$ cat src/rtl/sha256_pkg.sv
// Shared definitions for the SHA-256 host-side controller.
//   ctrl_state_t : controller FSM states
//   CMD_WRITE    : op code that writes one message word into the core
//   CMD_READ     : op code that reads back one hash word from the core
//   BUSY_BIT     : position of the busy flag inside the core status word
//   HASH_WORDS   : number of 32-bit words in a digest
package sha256_pkg;

  typedef enum logic [2:0] {
    IDLE,
    LOAD,
    WAIT_RISE,
    WAIT_FALL,
    READ,
    CAPT,
    OUT,
    ERR
  } ctrl_state_t;

  localparam logic [1:0]  CMD_WRITE  = 2'b10;
  localparam logic [1:0]  CMD_READ   = 2'b01;
  localparam int unsigned BUSY_BIT   = 3;
  localparam int unsigned HASH_WORDS = 8;

  // Command word as the core expects it: {first, op}.
  function automatic logic [2:0] core_cmd(input logic first, input logic [1:0] op);
    return {first, op};
  endfunction

endpackage

$ cat src/rtl/sha256_host_ctrl.sv
// Host-side initiator for the SHA-256 core's word-serial cmd/text port.
// Accepts 512-bit message blocks as WORDS_PER_BLK 32-bit words on a
// valid/ready stream, writes them into the core, waits for each compression
// to finish and, after the last block of a message, reads the eight hash
// words back and offers the digest on a valid/ready output.
//
// Ports:
//   clk, reset           : clock, asynchronous active-low reset
//   s_valid/s_ready      : upstream word handshake
//   s_data               : message word (W0 first)
//   s_first/s_last       : block position in message, sampled with word 0
//   text_i/cmd_i/cmd_w_i : registered word, command and strobe to the core
//   text_o               : hash word from core, valid one cycle after READ
//   cmd_o                : core status, cmd_o[BUSY_BIT] = busy
//   digest/digest_valid/digest_ready : 256-bit digest {H0..H7} handshake
//   err_timeout          : sticky flag, core busy never rose or never fell
module sha256_host_ctrl
  import sha256_pkg::*;
#(
  parameter int unsigned TIMEOUT_CYC   = 256,
  parameter int unsigned WORDS_PER_BLK = 16
) (
  input  logic         clk,
  input  logic         reset,
  input  logic         s_valid,
  output logic         s_ready,
  input  logic [31:0]  s_data,
  input  logic         s_first,
  input  logic         s_last,
  output logic [31:0]  text_i,
  output logic [2:0]   cmd_i,
  output logic         cmd_w_i,
  input  logic [31:0]  text_o,
  input  logic [3:0]   cmd_o,
  output logic [255:0] digest,
  output logic         digest_valid,
  input  logic         digest_ready,
  output logic         err_timeout
);

  localparam int unsigned WCW = $clog2(WORDS_PER_BLK + 1);
  localparam int unsigned TCW = $clog2(TIMEOUT_CYC + 1);
  localparam int unsigned RCW = $clog2(HASH_WORDS);

  localparam logic [WCW-1:0] LAST_WORD = WCW'(WORDS_PER_BLK - 1);
  localparam logic [TCW-1:0] TO_LAST   = TCW'(TIMEOUT_CYC - 1);
  localparam logic [RCW-1:0] LAST_RD   = RCW'(HASH_WORDS - 1);

  ctrl_state_t    state;
  logic [WCW-1:0] wcnt;
  logic [RCW-1:0] rcnt;
  logic [TCW-1:0] tcnt;
  logic           first_q;
  logic           last_q;
  logic           busy;
  logic           blk_first;
  logic           unused_cmd_o;

  assign busy         = cmd_o[BUSY_BIT];
  assign unused_cmd_o = ^cmd_o;

  // Word 0 is accepted in IDLE, before first_q has been loaded, so the
  // first flag for the closing write comes straight from the input there.
  assign blk_first = (state == IDLE) ? s_first : first_q;

  always_ff @(posedge clk or negedge reset) begin
    if (!reset) begin
      state        <= IDLE;
      s_ready      <= 1'b0;
      text_i       <= '0;
      cmd_i        <= '0;
      cmd_w_i      <= 1'b0;
      digest       <= '0;
      digest_valid <= 1'b0;
      err_timeout  <= 1'b0;
      wcnt         <= '0;
      rcnt         <= '0;
      tcnt         <= '0;
      first_q      <= 1'b0;
      last_q       <= 1'b0;
    end else begin
      // Strobe is a single-cycle pulse unless a state re-asserts it.
      cmd_w_i <= 1'b0;

      unique case (state)
        // IDLE and LOAD share the accept path; IDLE additionally latches
        // the block position flags carried by word 0.
        IDLE, LOAD: begin
          if (s_valid && s_ready) begin
            text_i  <= s_data;
            cmd_w_i <= 1'b1;
            if (state == IDLE) begin
              first_q <= s_first;
              last_q  <= s_last;
            end
            if (wcnt == LAST_WORD) begin
              cmd_i   <= core_cmd(blk_first, CMD_WRITE);
              s_ready <= 1'b0;
              wcnt    <= '0;
              tcnt    <= '0;
              state   <= WAIT_RISE;
            end else begin
              cmd_i   <= core_cmd(1'b0, CMD_WRITE);
              wcnt    <= wcnt + 1'b1;
              s_ready <= 1'b1;
              state   <= LOAD;
            end
          end else if (state == IDLE) begin
            s_ready <= 1'b1;
          end
        end

        WAIT_RISE: begin
          if (busy) begin
            tcnt  <= '0;
            state <= WAIT_FALL;
          end else if (tcnt == TO_LAST) begin
            err_timeout <= 1'b1;
            state       <= ERR;
          end else begin
            tcnt <= tcnt + 1'b1;
          end
        end

        WAIT_FALL: begin
          if (!busy) begin
            tcnt <= '0;
            if (last_q) begin
              // Issue the first READ on the way in so the strobe is
              // visible during READ and its data during CAPT.
              cmd_w_i <= 1'b1;
              cmd_i   <= core_cmd(1'b0, CMD_READ);
              rcnt    <= '0;
              state   <= READ;
            end else begin
              s_ready <= 1'b1;
              state   <= IDLE;
            end
          end else if (tcnt == TO_LAST) begin
            err_timeout <= 1'b1;
            state       <= ERR;
          end else begin
            tcnt <= tcnt + 1'b1;
          end
        end

        READ: begin
          state <= CAPT;
        end

        CAPT: begin
          // Words arrive H0 first; shifting in from the bottom leaves H0
          // in [255:224] after the eighth capture.
          digest <= {digest[223:0], text_o};
          if (rcnt == LAST_RD) begin
            digest_valid <= 1'b1;
            state        <= OUT;
          end else begin
            rcnt    <= rcnt + 1'b1;
            cmd_w_i <= 1'b1;
            cmd_i   <= core_cmd(1'b0, CMD_READ);
            state   <= READ;
          end
        end

        OUT: begin
          if (digest_ready) begin
            digest_valid <= 1'b0;
            s_ready      <= 1'b1;
            state        <= IDLE;
          end
        end

        ERR: begin
          s_ready <= 1'b0;
        end
      endcase
    end
  end

endmodule

$ cat config.mk
export PLATFORM = sky130hd
export DESIGN_NAME = sha256_host_ctrl
export DESIGN_NICKNAME = d
export VERILOG_FILES = /design/src/rtl/sha256_pkg.sv /design/src/rtl/sha256_host_ctrl.sv
export SDC_FILE = /design/constraint.sdc
export NUM_CORES = 1
export LEC_CHECK = 0
export CAP_MARGIN = 10
export CORE_MARGIN = 3
export CORE_UTILIZATION = 45
export CTS_BUF_LIST = sky130_fd_sc_hd__clkbuf_2 sky130_fd_sc_hd__clkbuf_4 sky130_fd_sc_hd__clkbuf_8
export DETAILED_ROUTE_END_ITERATION = 8
export PLACE_DENSITY = 0.75
export SYNTH_ARGS = -nofsm -noshare
export SYNTH_HDL_FRONTEND = slang
export SYNTH_SLANG_ARGS = --single-unit
$ cat constraint.sdc
create_clock -name clk -period 4.55 [get_ports clk]
set_input_delay 0.6825 -clock clk [delete_from_list [all_inputs] [get_ports clk]]
set_output_delay 0.6825 -clock clk [all_outputs]
set_load 0.1 [all_outputs]
# [Yosys cells after proc, flatten, opt, wreduce, memory -nomap -nowiden]
# Index checks and enable logic that the tools add are counted.
[classes] n_addsub=3 n_eq_ne=21 n_mux=46 reduce_logical=19
[op_table] operator="$mux 9" count=5
[op_table] operator="$mux 3" count=14
[op_table] operator="$pmux 9 s3" count=1
[op_table] operator="$ne 2x2->1 const B" count=10
[op_table] operator="$pmux 3 s6" count=1
[op_table] operator="$mux 1" count=16
[op_table] operator="$eq 3x3->1 const B" count=5
[op_table] operator="$reduce_and 3->1" count=5
[op_table] operator="$reduce_and 5->1" count=2
[op_table] operator="$add 9x1->9 const B" count=1
[op_table] operator="$eq 9x8->1 const B" count=1
[op_table] operator="$pmux 3 s3" count=1
[op_table] operator="$eq 3x2->1 const B" count=2
[op_table] operator="$pmux 3 s2" count=1
[op_table] operator="$reduce_bool 2->1" count=3
[op_table] operator="$reduce_bool 3->1" count=2
[op_table] operator="$reduce_bool 6->1" count=1
[op_table] operator="$add 5x1->5 const B" count=1
[op_table] operator="$eq 5x4->1 const B" count=1
[op_table] operator="$mux 5" count=1
[op_table] operator="$mux 2" count=2
[op_table] operator="$pmux 1 s2" count=2
[op_table] operator="$pmux 1 s4" count=1
[op_table] operator="$reduce_and 4->1" count=1
[op_table] operator="9 further kinds" count=9
[word_totals] regBits=317 input_bits=74 elab_cells=102

# [Depth between registers and ports, before layout]
[depth] depth_word=5 depth_mapped=6 ltp_nobuf=5

# [Worst setup path before layout]
# Ideal clock, no wire load.
[synth_path] path_type="reg2reg" startpoint="reg s_ready" endpoint="reg tcnt[5]" t_arrival_ns=2.088 t_required_ns=4.408 setup_slack_ns=2.320 stages_incl_launch_ff=6 synth_period_minus_slack_ns=2.230 path_cell_list="dfrtp_1 > nand2_1 > o31a_1 > buf_2 > o41ai_1 > a21oi_1"
[synth_via] elab_chain_cells=3
[synth_rtl] element="start: declaration" line_no="sha256_host_ctrl.sv:26" source="output logic s_ready,"
[synth_rtl] element="start signal: assignment" line_no="sha256_host_ctrl.sv:69" source="s_ready <= 1'b0;"
[synth_rtl] element="start signal: assignment" line_no="sha256_host_ctrl.sv:98" source="s_ready <= 1'b0;"
[synth_rtl] element="start signal: assignment" line_no="sha256_host_ctrl.sv:105" source="s_ready <= 1'b1;"
[synth_rtl] element="$logic_and 1x1->1" line_no="sha256_host_ctrl.sv:89" source="if (s_valid && s_ready) begin"
[synth_rtl] element="$ne 2x2->1 (no line)"
[synth_rtl] element="$reduce_and 3->1 (no line)"
[synth_rtl] element="end signal: assignment" line_no="sha256_host_ctrl.sv:121" source="tcnt <= tcnt + 1'b1;"
[synth_rtl] element="end signal: assignment" line_no="sha256_host_ctrl.sv:143" source="tcnt <= tcnt + 1'b1;"
[synth_rtl] element="end: declaration" line_no="sha256_host_ctrl.sv:52" source="logic [TCW-1:0] tcnt;"
# Every way passes these cells.
# A chain may end at the register's enable or synchronous reset.

# [Worst setup path in the final report]
[layout_path] startpoint="reg state[1]" endpoint="reg digest[166]"
[layout_via] elab_chain_cells=1
[layout_rtl] element="start: declaration" line_no="sha256_host_ctrl.sv:49" source="ctrl_state_t state;"
[layout_rtl] element="start signal: assignment" line_no="sha256_host_ctrl.sv:68" source="state <= IDLE;"
[layout_rtl] element="start signal: assignment" line_no="sha256_host_ctrl.sv:101" source="state <= WAIT_RISE;"
[layout_rtl] element="start signal: assignment" line_no="sha256_host_ctrl.sv:106" source="state <= LOAD;"
[layout_rtl] element="$eq 3x3->1" line_no="sha256_host_ctrl.sv:85" source="unique case (state)"
[layout_rtl] element="end signal: assignment" line_no="sha256_host_ctrl.sv:154" source="digest <= {digest[223:0], text_o};"
[layout_rtl] element="end: declaration" line_no="sha256_host_ctrl.sv:35" source="output logic [255:0] digest,"
# Every way passes these cells.

==> out/results.ini <==
[sta]
skew_ps=23.1
rsz0062_at_grt=no
final-hold-violation-count=0
layout_min_cycle_time_ps=3140
worst_slew_pin_slew_ps=1080
finalCritPeriodShare=0.689
final.setup.tns_ps=0
slew_violations=0
max_freq_ghz=0.319
setup_viol=0
slew_headroom=0.280

[drt]
vias=8129
vias_per_cell=5.07
drt_wl_total_mm=29.6
drc=0
met3RoutedLength_mm=2.54
drtPass1Iterations=4
wl_per_cell_um=18.5
drt_iter0_drc=397
top_layer=met4
ant_nets=0
dr_wl_met2_mm=15.1
m1WireLength_mm=11.1

[clock_tree]
cts-resized-gates=0
clock-sinks=317
max-clock-path-buffers=3
root_buffer=clkbuf_8
cts_hold_buf=0
cts_tree=done
clk_pin_slew_ps=60
worstSkewPairLatency_ps=560
htreeDepth=2
cts_setup_buffers=0
cts_made_buffers=52

[floorplanning]
die_area_mm2=0.0291
ios=369
start_util=0.463
num_rows=59
die_w_um=171
coreArea_mm2=0.0264
chipHeight_um=171

[worst_setup_path]
regToRegSetupSlack_ps=1410
timing.rr.end=digest[166]
crit_arrival_ps=3570
r2r_start=state[1]
worst-path-max-fanout=72
r2r_cells=5
critPathKind=reg2reg
startpoint_type=flop
worstSetupEndpointType=flop
required_ps=4990

[run]
drv_cap=0

[placement]
dp_hpwl_mm=21.0
place_congestion=0.834
placed_cells=1506
numPortBuffers=365

[cells_and_area]
fin_util=0.659
area_growth_pct=42.3
drive_above_1_share=0.296
num_antenna_cells=0
num-nets-final=1303
finalNonFillerCells=1602

[global_routing]
track_usage=0.200
overflow=0
grt_max_degree=135
antenna_found_initial=0
grt_pass1_wl_mm=46.2
grt_pass1_vias=8386

[yosys]
synthFlopType=dfrtp_1
postSynthCellCount=837
yosys_warnings=0
yosysTopAreaCellShare=0.650
synth-edff-count=0
synth.avg_cell_area_um2=14.6
synth_common_cells=dfrtp_1, mux2_2, nand2_1
synth.distinct_cells=46
yosysMostFrequentCell=dfrtp_1
synth_area_mm2=0.0122
synth_nets=915
synthTopCellsByArea=dfrtp_1, mux2_2, nand2_1, buf_2, o21ai_0
yosysTopAreaCell=dfrtp_1
yosysSeqAreaShare=0.650
async_flop_share=1.00
yosys_register_bits=317

[worst_hold_path]
hold_class=in2async

[run_status]
status=finished clean

## state kept, by name (all words and copies together), names as in the netlist, 3 cells and up
| register | count |
|---|---|
| tcnt | 9 |
| state | 3 |
| cmd_i | 3 |
| rcnt | 3 |
| text_i | 32 |
| digest | 256 |
| wcnt | 5 |
## critical path: stages (launching register included)
cell	delay [ps]
dfrtp_1	680
inv_1	260
nand3_4	120
buf_4	640
buf_4	800
mux2_2	430
## worst max path at each step
| stage | startpoint | to | slack (ps) | cells past startpoint |
|---|---|---|---|---|
| 3_5_place_dp | state[1] | digest[101] | 1440 | 5 |
| 3_3_place_gp | state[1] | digest[100] | 1450 | 5 |
| 5_1_grt | state[1] | digest[77] | 1230 | 5 |
| 4_1_cts | state[1] | digest[77] | 1430 | 5 |
| 6_report | state[1] | digest[166] | 1410 | 5 |
| 2_1_floorplan | s_ready | tcnt[5] | 2320 | 5 |
## stage by stage
| step | instance area, um^2 | hold slack [ps] | setup WS (ps) |
|---|---|---|---|
| after global routing | 17400 | 291 | 1230 |
| after floorplan | 12200 | 387 | 2320 |
| after global placement | 16200 | 451 | 1450 |
| after CTS | 17400 | 282 | 1430 |
| final | 17400 | 240 | 1410 |
| after detailed placement | 16200 | 462 | 1440 |
## routing by layer
metal / vias up / global-route usage
li1: 3741 / -
met1: 4054 / 0.232
met2: 275 / 0.338
met3: 59 / 0.0753
met4: 0 / 0.0748
met5: - / 0
## cell families after synthesis
family,count (synthesis),share of synthesized area
XOR/XNOR,2,0.00143
adder cells (fa/ha/maj),4,0.00410
AND/OR/NAND/NOR,157,0.0590
flip-flops,317,0.650
AO/OA/AOI/OAI,51,0.0280
multiplexers,261,0.241
buffers and inverters,45,0.0171
## cell usage in the layout (no fill, tap or decap), types with 3 or more instances in the layout
cell             Yosys  final
o21ai_0             11     11
clkdlybuf4s50_1      0    364
mux2_2             261    261
a31oi_1              4      4
clkbuf_8             0     68
clkinv_2             0      6
ha_1                 4      4
nand2_1            115    115
or4_1                3      3
nand4_1              4      4
o21a_1               4      4
nor2_1               7      7
nand2b_1             3      3
nand3_1              6      5
a21oi_1             10     10
buf_4                0     11
clkbuf_4             0     19
dfrtp_1            317    317
o31ai_1              4      4
## area by class of cell
| class | instances | area [um^2] |
|---|---|---|
| Timing Repair Buffer | 377 | 3760 |
| Multi-Input combinational cell | 475 | 4100 |
| Fill cell | 2029 | 8980 |
| Sequential cell | 317 | 7930 |
| Tap cell | 335 | 419 |
| Clock inverter | 9 | 75.1 |
| Inverter | 2 | 7.51 |
| Clock buffer | 87 | 1080 |
Power is not shown: default switching activity piles up to over one toggle a cycle in this logic, so the estimate is an artifact.
